`config.mk`:
```
export PLATFORM = sky130hd
export DESIGN_NAME = write_back_stage
export DESIGN_NICKNAME = d
export VERILOG_FILES = /design/src/rtl/write_back_stage.sv
export SDC_FILE = /design/constraint.sdc
export NUM_CORES = 1
export LEC_CHECK = 0
export CELL_PAD_IN_SITES_DETAIL_PLACEMENT = 0
export CELL_PAD_IN_SITES_GLOBAL_PLACEMENT = 1
export CORE_MARGIN = 2
export CORE_UTILIZATION = 45
export CTS_CLUSTER_DIAMETER = 100
export DETAILED_ROUTE_END_ITERATION = 8
export PLACE_DENSITY = 0.95
export SETUP_SLACK_MARGIN = 0.2
export SLEW_MARGIN = 20
export SYNTH_ARGS = -nofsm -noshare
export SYNTH_HDL_FRONTEND = slang
export SYNTH_SLANG_ARGS = --single-unit
```
`constraint.sdc`:
```
create_clock -name clk -period 3.5 [get_ports clk]
set_input_delay 0.525 -clock clk [delete_from_list [all_inputs] [get_ports clk]]
set_output_delay 0.525 -clock clk [all_outputs]
set_load 0.1 [all_outputs]
```
`src/rtl/write_back_stage.sv`:
```
// Write-back stage: 2-entry skid buffer feeding the register-file write port,
// with branch/jump resolution at retirement, flush, stall hold and a retire counter.
module write_back_stage #(
    parameter int DATA_W           = 32,
    parameter int ADDR_W           = 6,
    parameter int PC_W             = 32,
    parameter int CNT_W            = 16,
    parameter int ZERO_REG_DISCARD = 1
) (
    input  logic              clk,
    input  logic              reset,
    input  logic              stall,
    input  logic              flush,
    input  logic              in_valid,
    output logic              in_ready,
    input  logic              in_reg_we,
    input  logic [ADDR_W-1:0] in_reg_addr,
    input  logic [DATA_W-1:0] in_data,
    input  logic [1:0]        in_jump_type,
    input  logic              in_cond_src,
    input  logic              in_branch_cond,
    input  logic              in_cond_flag,
    input  logic [PC_W-1:0]   in_target,
    input  logic              rf_ready,
    output logic              rf_we,
    output logic [ADDR_W-1:0] rf_addr,
    output logic [DATA_W-1:0] rf_data,
    output logic              redirect_valid,
    output logic [PC_W-1:0]   redirect_target,
    output logic [CNT_W-1:0]  retired_count
);

    typedef enum logic [1:0] {
        EMPTY = 2'd0,
        ONE   = 2'd1,
        FULL  = 2'd2
    } state_t;

    typedef struct packed {
        logic              reg_we;
        logic [ADDR_W-1:0] reg_addr;
        logic [DATA_W-1:0] data;
        logic [1:0]        jump_type;
        logic              cond;
        logic              branch_cond;
        logic [PC_W-1:0]   target;
    } entry_t;

    localparam logic DISCARD_ZERO = (ZERO_REG_DISCARD != 0);

    state_t            state_q, state_d;
    entry_t            s0_q, s0_d;
    entry_t            s1_q, s1_d;
    logic              redirect_valid_q, redirect_valid_d;
    logic [PC_W-1:0]   redirect_target_q, redirect_target_d;
    logic [CNT_W-1:0]  count_q, count_d;

    entry_t in_entry;
    logic   s0_valid;
    logic   accept;
    logic   advance;
    logic   retire;
    logic   taken;

    // The branch condition is resolved once, at capture, and travels with the entry.
    always_comb begin
        in_entry.reg_we      = in_reg_we;
        in_entry.reg_addr    = in_reg_addr;
        in_entry.data        = in_data;
        in_entry.jump_type   = in_jump_type;
        in_entry.cond        = in_cond_src ? in_cond_flag : (in_data == '0);
        in_entry.branch_cond = in_branch_cond;
        in_entry.target      = in_target;
    end

    // in_ready depends only on registered occupancy; reset gates it off while held.
    assign in_ready = reset & (state_q != FULL);
    assign s0_valid = (state_q != EMPTY);
    assign accept   = in_valid & in_ready;
    assign advance  = rf_ready & ~stall & ~flush;
    assign retire   = s0_valid & advance;
    assign taken    = s0_q.jump_type[1] |
                      ((s0_q.jump_type == 2'b01) & (s0_q.cond == s0_q.branch_cond));

    assign rf_we           = retire & s0_q.reg_we & ~(DISCARD_ZERO & (s0_q.reg_addr == '0));
    assign rf_addr         = s0_q.reg_addr;
    assign rf_data         = s0_q.data;
    assign redirect_valid  = redirect_valid_q;
    assign redirect_target = redirect_target_q;
    assign retired_count   = count_q;

    always_comb begin
        state_d           = state_q;
        s0_d              = s0_q;
        s1_d              = s1_q;
        redirect_valid_d  = retire & taken;
        redirect_target_d = (retire & taken) ? s0_q.target : redirect_target_q;
        count_d           = count_q + {{(CNT_W-1){1'b0}}, retire};

        if (flush) begin
            state_d = EMPTY;
        end else if (retire & taken) begin
            // A taken redirect squashes everything younger, including a same-cycle accept.
            state_d = EMPTY;
        end else begin
            unique case (state_q)
                EMPTY: begin
                    if (accept) begin
                        s0_d    = in_entry;
                        state_d = ONE;
                    end
                end
                ONE: begin
                    if (retire && accept) begin
                        s0_d = in_entry;
                    end else if (retire) begin
                        state_d = EMPTY;
                    end else if (accept) begin
                        s1_d    = in_entry;
                        state_d = FULL;
                    end
                end
                FULL: begin
                    if (retire) begin
                        s0_d    = s1_q;
                        state_d = ONE;
                    end
                end
                default: state_d = EMPTY;
            endcase
        end
    end

    always_ff @(posedge clk or negedge reset) begin
        if (!reset) begin
            state_q           <= EMPTY;
            s0_q              <= '0;
            s1_q              <= '0;
            redirect_valid_q  <= 1'b0;
            redirect_target_q <= '0;
            count_q           <= '0;
        end else begin
            state_q           <= state_d;
            s0_q              <= s0_d;
            s1_q              <= s1_d;
            redirect_valid_q  <= redirect_valid_d;
            redirect_target_q <= redirect_target_d;
            count_q           <= count_d;
        end
    end

endmodule

```
# Word level (Yosys, flattened, before mapping)
# Index checks and enable logic that the tools add are counted.
[word_totals]
latchBits = 0
romBits = 0
mem_bits_rw = 0
ff_bits = 201
mem_count = 0
[classes]
multipliers = 0
mux = 13
reduce_logical = 9
div = 0
n_eq_ne = 12
bitwise = 16
magnitude_cmp = 0
shifts = 0
addsub = 1
[ops]
columns = ["cell", "n"]
rows = [
  ["$mux W75", 3],
  ["$pmux W75 S3", 1],
  ["$logic_not A32 Y1", 1],
  ["$add A16 B1 Y16", 1],
  ["$mux W2", 7],
  ["$ne A4 B4 Y1 const B", 3],
  ["$reduce_and A6 Y1", 2],
  ["$and A1 B1 Y1", 9],
  ["$ne A2 B2 Y1 const B", 4],
  ["$logic_not A6 Y1", 1],
  ["$not A1 Y1", 6],
  ["$pmux W2 S3", 1],
  ["$ne A5 B5 Y1 const B", 1],
  ["$eq A2 B1 Y1 const B", 2],
  ["$reduce_and A4 Y1", 1],
  ["$reduce_bool A3 Y1", 1],
  ["$eq A2 B2 Y1 const B", 1],
  ["$logic_not A2 Y1", 1],
  ["$reduce_bool A2 Y1", 1],
  ["$eq A1 B1 Y1", 1],
  ["$logic_and A1 B1 Y1", 1],
  ["$mux W1", 1],
  ["$or A1 B1 Y1", 1],
]

# Logic depth before layout (Yosys ltp)
# Gate-level depths: netlist (run 1).
[depth]
ltp_word = 9
mapped_depth = 10
mapped_depth_nobuf = 9

# Worst setup path after synthesis (run 1)
# Ideal clock, no wire load.
[synth_path]
path_kind = "flip-flop to output port"
from = "reg state_q[1]"
to = "out in_ready"
path_stages_with_launch = 6
path_slack_ps = 537
t_arrival_ps = 2438
n_path_buf = 3
required_time_ps = 2975
path_cell_list = "dfrtp_1 nor2b_1 clkbuf_1 buf_2 buf_2 nor2b_1"
[synth_via]
elab_chain_cells = 2
[synth_lines]
columns = ["item", "line_no", "text"]
rows = [
  ["from (decl)", "51", "state_t state_q, state_d;"],
  ["from (signal assigned)", "143", "state_q <= state_d;"],
  ["$ne A2 B2 Y1", "77", "assign in_ready = reset & (state_q != FULL);"],
  ["$and A1 B1 Y1", "77", ""],
  ["to (decl)", "15", "output logic in_ready,"],
]
# Every way passes these cells.

# Final worst setup path (run 1)
[layout_path]
from = "reg count_q[5] (netlist: retired_count[5])"
to = "out retired_count[5]"
[layout_lines]
columns = ["item", "line_no", "text"]
rows = [
  ["from (decl)", "56", "logic [CNT_W-1:0] count_q, count_d;"],
  ["from (signal assigned)", "148", "count_q <= count_d;"],
  ["to (decl)", "30", "output logic [CNT_W-1:0] retired_count"],
]
# No word-level cell between the ends.

==> results.py, run 1 <==
metrics = {
    "finish": {
        "drive_above_1_share_pct": 19.2,
        "synthToLayoutAreaGrowth_pct": 27.8,
        "final_area_um2": 11200,
        "register_area_um2": 5030,
        "nFillCells": 1568,
        "nNetsFinal": 901,
        "multi_input_area_um2": 3290,
    },
    "route": {
        "drt_wl_total_um": 18100,
        "drc": 0,
        "antenna_left": 0,
        "drt_pass1_iterations": 5,
        "first_iter_violations": 267,
        "viasPerCell": 4.98,
        "vias": 5472,
        "wl_per_cell_um": 16.5,
    },
    "place": {
        "dp_hpwl_um": 11800,
        "portBuffers": 170,
        "gp_congestion": 0.772,
        "dpl_cell_area_um2": 10500,
        "place_worst_setup_slack_ps": 668,
    },
    "clock_network": {
        "htree_levels": 1,
        "cts_root_buf": "clkbuf_16",
        "cts_sinks": 201,
        "cts_buffers": 22,
        "cts_tree": "built",
        "cts_max_path_buffers": 3,
        "cts_resized": 0,
        "holdBufCountCts": 0,
        "worstSkewPairLatency_ps": 490,
        "path_clk_slew_ps": 60,
        "cts_setup_buffers": 0,
    },
    "synth": {
        "synthTopCellsByArea": "dfrtp_1 (57%), mux2_2 (8.7%), mux2i_1 (8.4%)",
        "post_synth.cell_area_avg_um2": 12.7,
        "netlist.top_cell.by_area": "dfrtp_1",
        "synthFlopType": "dfrtp_1",
        "synth_nets": 773,
        "synth.distinct_cells": 38,
        "netlist_instances": 690,
        "synth.cell_area_um2": 8790,
        "postSynth.asyncResetShare_pct": 100,
        "yosys.cell_count.top_type": "dfrtp_1",
        "yosysWarnings": 0,
        "seq_area_frac_synth_pct": 57.2,
        "yosys-top-cells-count": "dfrtp_1 (201), nand2_1 (86), mux2i_1 (74), o21ai_0 (71), mux2_2 (68)",
        "ys_ff_latch": 201,
        "synth-edff-count": 0,
        "yosys.area.top_type_share_pct": 57.2,
    },
    "critical_path": {
        "crit_type": "reg -> out",
        "required_ps": 2970,
        "r2r_slack_ps": 1280,
        "start_kind": "register",
        "cp.buffers_inverters": 1,
        "cp_cell_sequence": "clkdlybuf4s50_1",
        "worstSetupEndpointType": "output pin",
        "max_stage_delay_ps": 1170,
        "crit_family": "buffers and inverters",
        "path_max_fanout": 6,
        "critPathArrivalTime_ps": 2100,
        "cp_slowest_cell": "clkdlybuf4s50_1",
    },
    "timing": {
        "fin_ws_ps": 879,
        "relSlewSlack_pct": 30.1,
        "timing.fmax_ghz": 0.382,
        "finalSetupViolCount": 0,
        "hold_viol": 0,
        "setup_tns_ps": 0,
        "finalCriticalPeriod_ps": 2620,
        "rsz0062_at_grt": "no",
        "worst_slew_pin_slew_ps": 1050,
        "finalClockSkew_ps": 13.8,
        "finalMaxSlewViolations": 0,
        "fin_crit_sh_pct": 74.9,
    },
    "floorplan": {
        "die_w_um": 144,
        "core-area_um2": 19300,
        "initial_utilization_pct": 45.5,
        "ios": 171,
        "dieArea_um2": 20700,
        "die_h_um": 144,
        "rows": 51,
    },
    "power_and_ir_drop": {
        "p_leak_nw": 5.02,
        "power.total_mw": 8.35,
        "power-per-cell-area_nw_per_um2": 743,
        "vdd.ir_drop.worst_uv": 415,
    },
    "grt": {
        "grt_pass1_wl_um": 29300,
        "grt_pass1_vias": 5607,
        "grt-ovfl-total": 0,
        "grt_antenna_before_repair": 1,
        "grt_usage_pct": 17.7,
        "grt_max_degree": 141,
    },
    "job": {
        "drv_cap": 0,
    },
    "min_path": {
        "worstHoldPathType": "in -> async",
    },
    "status": {
        "status": "completed",
    },
}
[through the flow]
stage | util (%) | hold slack [ps] | cells
final | 58.1 | 236 | 1098
after global routing | 58.1 | 280 | 1098
after CTS | 58.1 | 263 | 1097
after detailed placement | 54.1 | 465 | 1059
after global placement | 54.1 | 454 | 1059
after floorplan | - | 229 | 690
[layout by cell type (no fill, tap or decap), types with 3 or more instances in the layout]
| master | Yosys | final |
|---|---|---|
| and3_1 | 4 | 4 |
| mux2i_1 | 74 | 74 |
| dfrtp_1 | 201 | 201 |
| nand3_1 | 7 | 7 |
| inv_1 | 3 | 3 |
| nand2_1 | 86 | 86 |
| o21ai_0 | 71 | 71 |
| clkbuf_8 | 0 | 9 |
| mux2_4 | 39 | 39 |
| clkdlybuf4s50_1 | 0 | 167 |
| clkbuf_16 | 0 | 23 |
| mux2_2 | 68 | 68 |
| xor2_1 | 5 | 5 |
| buf_4 | 39 | 10 |
| nor4_1 | 8 | 8 |
| nor2_1 | 8 | 7 |
| xnor2_1 | 11 | 11 |
| o21ai_1 | 4 | 4 |
[registers in the layout, indices dropped and copies added, names as in the netlist]
signal           cells
redirect_target     32
rf_data             32
s0_q                37
redirect_valid       1
rf_addr              6
s1_q                75
retired_count       16
state_q              2
[cell type report]
class,instances,share of cell area (%)
Antenna cell,1,0.0223
Tap cell,265,2.95
Multi-Input combinational cell,410,29.3
Clock inverter,5,0.690
Clock buffer,33,6.17
Inverter,3,0.100
Sequential cell,201,44.8
Timing Repair Buffer,180,16.0
[power by group]
part           internal, mW  leakage [nW]  total (mW)  switching [mW]
Combinational         0.831          2.05        2.81            1.98
Clock                  1.51         0.380        2.40           0.890
Sequential             2.84          2.59        3.14           0.298
[per-layer routing]
layer  vias to the layer above  global-route usage (%)  share of wire, %
li1                       2611                       -                 -
met1                      2706                    24.9                47
met2                       132                    28.2                46
met3                        23                    3.27               5.0
met4                         0                    4.85               1.9
met5                         -                       0                 0
[cells by family after synthesis]
kind of cell / count (synthesis) / share of synthesized area (%)
buffers and inverters: 79 / 5.75
muxes: 181 / 23.8
xor gates and xnor gates: 16 / 1.59
adders and majority gates: 1 / 0.142
AOI/OAI and AO/OA: 85 / 5.25
DFF: 201 / 57.2
and+or+nand+nor: 127 / 6.29
[final timing paths]
kind	start	end	depth (start not counted)
worst min-delay path	reset	rf_addr[5]	2
max in group asynchronous	reset	s0_q[15]	2
min in group clk	s0_q[11]	s0_q[11]	2
worst max-delay path	retired_count[5]	retired_count[5]	1
worst min register to register	s0_q[11]	s0_q[11]	2
worst max register to register	state_q[0]	retired_count[12]	9
(Power assumes the default switching activity.)
==> inputs of run 2 (changes only) <==
CORE_UTILIZATION = 42   (was 45)
PLACE_DENSITY = 0.91   (was 0.95)
clock period = 2.67 ns   (was 3.5 ns; I/O delays follow)
==> results.py, run 2 (synthesis gave the netlist of run 1 again) <==
metrics = {
    "route": {
        "drc": 0,
        "vias": 5517,
        "drt_pass1_iterations": 4,
        "antenna_left": 0,
        "viasPerCell": 4.94,
        "drt_wl_total_um": 18500,
        "wl_per_cell_um": 16.5,
        "first_iter_violations": 188,
    },
    "critical_path": {
        "worstSetupEndpointType": "output pin",
        "crit_type": "reg -> out",
        "crit_start": "rf_addr[1]",
        "cp_cell_sequence": "or4_1 -> o311a_1 -> buf_12",
        "max_stage_delay_ps": 550,
        "r2r_cells": 9,
        "cp-endpoint": "rf_we",
        "start_kind": "register",
        "critPathArrivalTime_ps": 2000,
        "path_max_fanout": 3,
        "r2r_slack_ps": 530,
        "reg2reg_to": "retired_count[12]",
        "required_ps": 2270,
        "timing.rr.start": "state_q[0]",
        "cp_slowest_cell": "or4_1",
    },
    "power_and_ir_drop": {
        "p_leak_nw": 5.26,
        "vdd.ir_drop.worst_uv": 647,
        "power-per-cell-area_nw_per_um2": 979,
    },
    "place": {
        "gp_congestion": 0.752,
        "dp_hpwl_um": 12300,
        "place_worst_setup_slack_ps": 155,
        "dpl.cell_count": 1074,
        "dpl_cell_area_um2": 10400,
        "portBuffers": 170,
    },
    "clock_network": {
        "cts_sinks": 201,
        "cts_max_path_buffers": 3,
        "cts_buffers": 23,
        "cts_resized": 0,
        "holdBufCountCts": 1,
        "htree_levels": 1,
        "worstSkewPairLatency_ps": 500,
        "cts_root_buf": "clkbuf_16",
        "cts_tree": "built",
        "path_clk_slew_ps": 60,
        "cts_setup_buffers": 0,
    },
    "timing": {
        "fin_ws_ps": 269,
        "fin_crit_sh_pct": 89.9,
        "setup_tns_ps": 0,
        "worst_slew_pin_slew_ps": 809,
        "finalCriticalPeriod_ps": 2400,
        "relSlewSlack_pct": 46.1,
        "finalClockSkew_ps": 4.68,
        "finalSetupViolCount": 0,
        "timing.fmax_ghz": 0.416,
        "finalMaxSlewViolations": 0,
        "hold_viol": 0,
        "rsz0062_at_grt": "no",
    },
    "grt": {
        "grt_busiest_layer": "met2",
        "grt_antenna_before_repair": 1,
        "grt-ovfl-total": 0,
        "grt_pass1_wl_um": 30300,
        "grtUsageMet1_pct": 23.6,
        "grt_usage_pct": 17.0,
        "use_met2_pct": 27.0,
        "use_met3_pct": 4.26,
        "grt_pass1_vias": 5718,
        "grt_max_degree": 79,
    },
    "floorplan": {
        "dieArea_um2": 22100,
        "ios": 171,
        "initial_utilization_pct": 43.2,
        "rows": 52,
        "die_w_um": 149,
        "die_h_um": 149,
        "core-area_um2": 20400,
    },
    "finish": {
        "top_regs": "s1_q (75), s0_q (37)",
        "final_cell_mix": "dfrtp_1 (201), buf_4 (100), nand2_1 (86)",
        "nNetsFinal": 913,
        "final_cells": 1117,
        "synthToLayoutAreaGrowth_pct": 27.8,
        "largest-register": "s1_q",
        "diodes": 0,
        "layout_commonest_cell": "dfrtp_1",
        "final_area_um2": 11200,
        "largest_reg_flops": 75,
        "drive_above_1_share_pct": 30.7,
        "nFillCells": 1745,
    },
    "job": {
        "drv_cap": 0,
    },
    "min_path": {
        "worstHoldPathType": "in -> async",
    },
    "status": {
        "status": "completed",
    },
}
[run 2: cell types whose count changed in the layout (fill, tap and decap cells not counted), sizes merged]
| cell | change |
|---|---|
| buf | +97 |
| clkbuf | +5 |
| clkdlybuf4s50 | -87 |
| clkinv | -1 |
| clkinvlp | -1 |
| diode | -1 |
| dlygate4sd3 | +1 |
| inv | +1 |
[run 2: final cells by class]
type,instances,area [µm²],area share [%]
Multi-Input combinational cell,410,3290,29.3
Timing Repair Buffer,191,1760,15.6
Inverter,3,11.3,0.100
Clock buffer,38,742,6.60
Tap cell,270,338,3.01
Clock inverter,4,73.8,0.657
Sequential cell,201,5030,44.7
[run 2: power breakdown]
group	total [mW]	leakage, nW	internal, mW	switching [mW]
Combinational	3.61	2.27	1.00	2.60
Sequential	4.10	2.59	3.72	0.380
Clock	3.30	0.404	2.08	1.22
[run 2: through the flow]
step                utilization, %  hold WS (ps)  power [mW]
floorplan                        -           105        7.03
global placement              51.1           253        7.71
detailed placement            51.1           255        7.78
CTS                           55.2           287        11.1
global route                  55.2           311        11.5
finish                        55.2           308        11.0
[run 2: how the worst min path moves through the flow]
stage	start	end	slack (ps)
2_1_floorplan	reset	redirect_target[0]	100
3_3_place_gp	reset	s1_q[34]	250
3_5_place_dp	reset	s0_q[34]	260
4_1_cts	reset	s0_q[35]	290
5_1_grt	reset	s0_q[35]	310
6_report	reset	s0_q[35]	310
[run 2: worst max-delay path: cells and delay by family, from the launching register on]
kind	cells	cell delay (ps)
AND/OR/NAND/NOR	1	550
flip-flops	1	400
AO/OA/AOI/OAI	1	360
buffers and inverters	1	190
[run 2: layer usage]
metal / wire, µm / vias up
li1: - / 2646
met1: 8440 / 2713
met2: 8600 / 125
met3: 1060 / 31
met4: 344 / 2
met5: 16 / -
